<file path="src/rtl/conv3x3_window.sv">
// rtl/conv3x3_window.sv - 3x3 sliding-window convolution with normalise and saturate.
`timescale 1ns/1ps

module conv3x3_window #(
  parameter int DATA_W   = 8,
  parameter int KERNEL_W = 3,
  parameter int IMG_W    = 512,
  parameter int COEF_W   = 8,
  parameter int SHIFT    = 4
) (
  input  logic                             clk_i,
  input  logic                             srst_i,
  input  logic [KERNEL_W-1:0][DATA_W-1:0]  col_i,
  input  logic                             col_valid_i,
  input  logic                             coef_wr_i,
  input  logic [3:0]                       coef_addr_i,
  input  logic signed [COEF_W-1:0]         coef_data_i,
  output logic [DATA_W-1:0]                pix_o,
  output logic                             pix_valid_o,
  output logic                             eol_o
);

  localparam int CNT_W  = (IMG_W > 1) ? $clog2(IMG_W) : 1;
  localparam int PROD_W = DATA_W + 1 + COEF_W;
  localparam int SUM_W  = DATA_W + COEF_W + 5;

  // Identity centre tap; clamps to the largest positive code when 2**SHIFT does not fit.
  localparam int ID_INT = (SHIFT > COEF_W - 2) ? ((2 ** (COEF_W - 1)) - 1) : (2 ** SHIFT);
  localparam logic signed [COEF_W-1:0] COEF_ID = COEF_W'(ID_INT);

  localparam int RND_INT = (SHIFT > 0) ? (1 << ((SHIFT > 0) ? (SHIFT - 1) : 0)) : 0;
  localparam logic signed [SUM_W:0] RND     = (SUM_W + 1)'(RND_INT);
  localparam logic signed [SUM_W:0] PIX_MAX = (SUM_W + 1)'((2 ** DATA_W) - 1);
  localparam logic [CNT_W-1:0]      LAST_COL = CNT_W'(IMG_W - 1);

  logic [CNT_W-1:0]         r_col_cnt;
  logic [DATA_W-1:0]        r_win [3][3];
  logic signed [COEF_W-1:0] r_coef [9];
  logic signed [COEF_W-1:0] r_kcoef [9];
  logic                     r_win_vld;
  logic                     r_win_eol;

  logic signed [PROD_W-1:0] r_prod [9];
  logic                     r_s1_vld;
  logic                     r_s1_eol;

  logic signed [SUM_W-1:0]  r_sum;
  logic                     r_s2_vld;
  logic                     r_s2_eol;

  logic                     w_accept;
  logic                     w_complete;
  logic                     w_last;
  logic signed [PROD_W-1:0] w_prod [9];
  logic signed [SUM_W-1:0]  w_sum;
  logic signed [SUM_W:0]    w_round;
  logic signed [SUM_W:0]    w_shift;
  logic [DATA_W-1:0]        w_sat;

  assign w_accept   = col_valid_i & ~srst_i;
  assign w_complete = (r_col_cnt >= CNT_W'(2));
  assign w_last     = (r_col_cnt == LAST_COL);

  always_ff @(posedge clk_i) begin
    if (srst_i) begin
      r_col_cnt <= '0;
      r_win_vld <= 1'b0;
      r_win_eol <= 1'b0;
      for (int r = 0; r < 3; r++) begin
        for (int c = 0; c < 3; c++) begin
          r_win[r][c] <= '0;
        end
      end
    end else begin
      r_win_vld <= w_accept & w_complete;
      r_win_eol <= w_accept & w_complete & w_last;
      if (w_accept) begin
        r_col_cnt <= w_last ? '0 : r_col_cnt + CNT_W'(1);
        for (int r = 0; r < 3; r++) begin
          r_win[r][0] <= r_win[r][1];
          r_win[r][1] <= r_win[r][2];
          r_win[r][2] <= col_i[r];
        end
      end
    end
  end

  // Kernel snapshot taken on the accepting edge, so a write on that same edge is not yet visible.
  always_ff @(posedge clk_i) begin
    if (w_accept) begin
      for (int i = 0; i < 9; i++) begin
        r_kcoef[i] <= r_coef[i];
      end
    end
  end

  always_ff @(posedge clk_i) begin
    if (srst_i) begin
      for (int i = 0; i < 9; i++) begin
        r_coef[i] <= (i == 4) ? COEF_ID : '0;
      end
    end else if (coef_wr_i) begin
      for (int i = 0; i < 9; i++) begin
        if (coef_addr_i == 4'(i)) begin
          r_coef[i] <= coef_data_i;
        end
      end
    end
  end

  always_comb begin
    for (int r = 0; r < 3; r++) begin
      for (int c = 0; c < 3; c++) begin
        w_prod[r*3+c] = PROD_W'($signed({1'b0, r_win[r][c]})) * PROD_W'(r_kcoef[r*3+c]);
      end
    end
  end

  always_ff @(posedge clk_i) begin
    if (srst_i) begin
      r_s1_vld <= 1'b0;
      r_s1_eol <= 1'b0;
    end else begin
      r_s1_vld <= r_win_vld;
      r_s1_eol <= r_win_eol;
    end
  end

  always_ff @(posedge clk_i) begin
    if (r_win_vld) begin
      for (int i = 0; i < 9; i++) begin
        r_prod[i] <= w_prod[i];
      end
    end
  end

  always_comb begin
    w_sum = '0;
    for (int i = 0; i < 9; i++) begin
      w_sum = w_sum + SUM_W'(r_prod[i]);
    end
  end

  always_ff @(posedge clk_i) begin
    if (srst_i) begin
      r_s2_vld <= 1'b0;
      r_s2_eol <= 1'b0;
    end else begin
      r_s2_vld <= r_s1_vld;
      r_s2_eol <= r_s1_eol;
    end
  end

  always_ff @(posedge clk_i) begin
    if (r_s1_vld) begin
      r_sum <= w_sum;
    end
  end

  assign w_round = (SUM_W + 1)'(r_sum) + RND;
  assign w_shift = w_round >>> SHIFT;

  always_comb begin
    if (w_shift[SUM_W]) begin
      w_sat = '0;
    end else if (w_shift > PIX_MAX) begin
      w_sat = '1;
    end else begin
      w_sat = w_shift[DATA_W-1:0];
    end
  end

  always_ff @(posedge clk_i) begin
    if (srst_i) begin
      pix_o       <= '0;
      pix_valid_o <= 1'b0;
      eol_o       <= 1'b0;
    end else begin
      pix_valid_o <= r_s2_vld;
      eol_o       <= r_s2_eol;
      if (r_s2_vld) begin
        pix_o <= w_sat;
      end
    end
  end

endmodule
</file>
<file path="config.mk">
export PLATFORM = sky130hd
export DESIGN_NAME = conv3x3_window
export DESIGN_NICKNAME = d
export VERILOG_FILES = /design/src/rtl/conv3x3_window.sv
export SDC_FILE = /design/constraint.sdc
export NUM_CORES = 2
export LEC_CHECK = 0
export ABC_AREA = 1
export BUFFER_PORTS_ARGS = -buffer_cell sky130_fd_sc_hd__buf_2
export CORE_AREA = 5 5 374 376
export DETAILED_ROUTE_END_ITERATION = 6
export DIE_AREA = 0 0 379 381
export HOLD_SLACK_MARGIN = 0.02
export PLACE_DENSITY_LB_ADDON = 0.2
export SYNTH_ARGS = -nofsm -noshare
export SYNTH_HDL_FRONTEND = slang
export SYNTH_SLANG_ARGS = --single-unit
</file>
<file path="constraint.sdc">
create_clock -name clk_i -period 11.2 [get_ports clk_i]
set_input_delay 0.56 -clock clk_i [delete_from_list [all_inputs] [get_ports clk_i]]
set_output_delay 0.56 -clock clk_i [all_outputs]
set_load 0.01 [all_outputs]
</file>
==> reports/results.tsv <==
metric	value	unit
status	completed	
placed_area	40000	µm²
crit_top_cell	fa_1	
num_vias	24000	
fillers	14400	
critPathMaxStageDelay	0.54	ns
worstSetupEndpointType	register	
root_buffer	clkbuf_16	
ys_warn_count	0	
ios	50	
grt_pass1_vias	25300	
swShare	39.0	%
fin_crit	4.99	ns
routed_wl	92.7	mm
cp_top_family	adder cells	
die_w	379	µm
hold_path_class	input pin to register	
power	0.00661	W
hold_violations	0	
area_growth	9.84	%
synth_area	37900	µm²
ctsResizeCount	0	
hold_ws	0.215	ns
htreeDepth	2	
ys_seq_area_share	32.0	%
seqPwrFrac	31.1	%
antenna_found_initial	7	
drive_gt1_share	4.62	%
multi_input_area	20900	µm²
gp_congestion	0.835	
setup_violations	0	
yosysUniqueCellTypes	41	
cp.arrival	5.35	ns
drt-initial-drc-count	1274	
pwr-share-comb	43.7	%
cts_tree	done	
viasPerCell	4.14	
final_area	41600	µm²
firstDrtPassIters	5	
max_freq	0.201	GHz
clkTransAtPathRegs	0.06	ns
synth_cells	3993	
rows	136	
critPathMaxFanout	9	
cts.sinks	412	
postCtsHoldBufs	0	
clock_power_share	25.2	%
crit_required	11.57	ns
avgSynthCellArea	9.50	µm²
async_reset_ff_share	0	%
insertion_delay	0.63	ns
finalSetupTns	0	ns
finalClockSkew	0.0241	ns
wl_per_cell	16.0	µm
grt_max_degree	62	
regArea	12100	µm²
port-buffer-count	49	
worst_pin_slew	1.25	ns
core_area	136000	µm²
nets	4868	
leakage	21.5	nW
antenna_left	0	
start_util	27.8	%
synth_edf_count	387	
post-route-util	30.5	%
crit_buf_inv	4	
drv_slew	0	
post_cts.repair.setup_buffers	0	
netSwitchingPower	0.00258	W
grt_overflow	0	
cts_buffers	51	
cp_slowest_cell	fa_1	
p_int	0.00403	W
synthFlopType	edfxtp_1	
synth-seq-cells	412	
dieHeight	381	µm
grt_usage	13.1	%
fin_crit_sh	44.5	%
crit_path_start_kind	register	
grt_pass1_wl	146	mm
p_per_area	159	nW/µm²
path_cells	clkinv_1 > or2_2 > fa_1 > fa_1 > inv_1 > fa_1 > inv_1 > fa_1 > inv_1 > ha_1 > nand2_1 > nor2_1 > a211oi_1 > o21bai_1 > nand2_1 > nand2_1 > a21oi_1 > xnor2_1	
cts_buffer_depth	3	
syn_nets	4897	
crit_type	register to register	
place_hpwl	75.4	mm
drv_cap	0	
rsz0062_at_grt	no	
vdd_ir_drop_max	125	µV
drcViolationCount	0	
slew-limit-headroom	16.2	%
die-area	144000	µm²
[power by group through the flow]
stage / combinational (W) / clock [W] / sequential, W
detailed placement: 0.00291 / 0 / 0.00209
global route: 0.00334 / 0.00178 / 0.00207
CTS: 0.00293 / 0.00173 / 0.00206
finish: 0.00289 / 0.00166 / 0.00206
floorplan: 0.00219 / 0 / 0.00201
global placement: 0.00291 / 0 / 0.00209
[cell families (layout without fill, tap and decap cells)]
logic type	Yosys count	count (layout)	synth area share (%)
XOR/XNOR	135	135	3.12
other	0	1	0
adder cells (fa/ha/maj)	864	864	37.5
flip-flops	412	412	32.0
AO/OA/AOI/OAI	229	229	3.40
AND/OR/NAND/NOR	1055	1055	11.1
buffers and inverters	1298	1308	12.9
[cells in the mapped netlist (9+ instances only)]
cell	n	area (µm²)
ha_1	409	5120
a21oi_1	123	616
clkbuf_1	139	522
nand4_1	21	131
inv_1	1147	4310
fa_1	455	9110
dfxtp_1	25	500
or2_2	13	81.3
o21ai_0	57	285
o2111ai_1	12	105
xnor2_1	37	324
edfxtp_1	387	11600
nor3_1	9	45.0
nand3_1	48	240
nand2_1	742	2790
o221ai_1	10	87.6
xor2_1	98	858
nor2_1	195	732
[cell usage in the layout, fill, tap and decap left out, types with 3 or more instances in the layout]
master / Yosys / routed
inv_1: 1147 / 1147
nand2_1: 742 / 741
fa_1: 455 / 455
ha_1: 409 / 409
edfxtp_1: 387 / 387
nor2_1: 195 / 193
a21oi_1: 123 / 123
xor2_1: 98 / 98
o21ai_0: 57 / 57
clkbuf_16: 0 / 51
buf_2: 7 / 49
nand3_1: 48 / 48
xnor2_1: 37 / 37
dfxtp_1: 25 / 24
nand4_1: 21 / 21
buf_4: 0 / 15
or2_2: 13 / 13
o2111ai_1: 12 / 12
o221ai_1: 10 / 10
nor3_1: 9 / 9
clkinv_2: 0 / 9
clkinv_1: 3 / 8
clkbuf_1: 139 / 8
a31oi_1: 7 / 7
nor2_2: 6 / 7
nand2_2: 7 / 7
o21ai_1: 5 / 5
inv_6: 0 / 5
bufinv_16: 0 / 5
clkinv_4: 0 / 5
nor2_4: 2 / 3
o21bai_1: 3 / 3
a211oi_1: 3 / 3
nor3b_1: 3 / 3
clkinvlp_4: 0 / 3
[cell type report]
| class | count | area share (%) |
|---|---|---|
| diodes | 1 | 0.00601 |
| clock buffers | 60 | 3.17 |
| clock inverters | 32 | 0.814 |
| repair buffers | 64 | 0.859 |
| multi-input cells | 2283 | 50.3 |
| flip-flops and latches | 412 | 29.1 |
| well taps | 1794 | 5.39 |
| inverters | 1152 | 10.4 |
[metrics by stage]
| step | std cells | setup WS [ns] |
|---|---|---|
| after floorplan | 3993 | 6.62 |
| after global placement | 5705 | 6.21 |
| after detailed placement | 5705 | 6.22 |
| after CTS | 5797 | 6.22 |
| after global routing | 5797 | 5.72 |
| final | 5798 | 6.21 |
[flip-flops by register name, summed over array words and instances, names as in the netlist, 8 cells and up]
name       cells
pix_o          8
r_coef        72
r_col_cnt      9
r_kcoef       72
r_prod       153
r_sum         18
r_win         72
[metal layers]
layer	vias up	global-route usage, %	wire (µm)
li1	11900	-	-
met3	80	1.72	3340
met4	0	2.96	1740
met2	326	21.4	42500
met1	11700	18.6	45100
met5	-	0	0
[final timing paths]
kind                                               start                     endpoint  slack (ns)  depth (start not counted)
worst min-delay path                      coef_data_i[4]  r_coef[0][36]$_SDFFCE_PP1P_        0.22                          3
worst min register to register   r_coef[0][40]$_DFFE_PP_     r_kcoef[0][40]$_DFFE_PP_        0.41                          0
worst max register to register  r_kcoef[0][55]$_DFFE_PP_     r_prod[0][116]$_DFFE_PP_        6.21                         18
worst max-delay path            r_kcoef[0][55]$_DFFE_PP_     r_prod[0][116]$_DFFE_PP_        6.21                         18
[tightest hold or removal path: cells and delay by family]
kind,cells,cell delay (ns)
buffers and inverters,2,0.12
and+or+nand+nor,1,0.06
(Power assumes the default switching activity.)
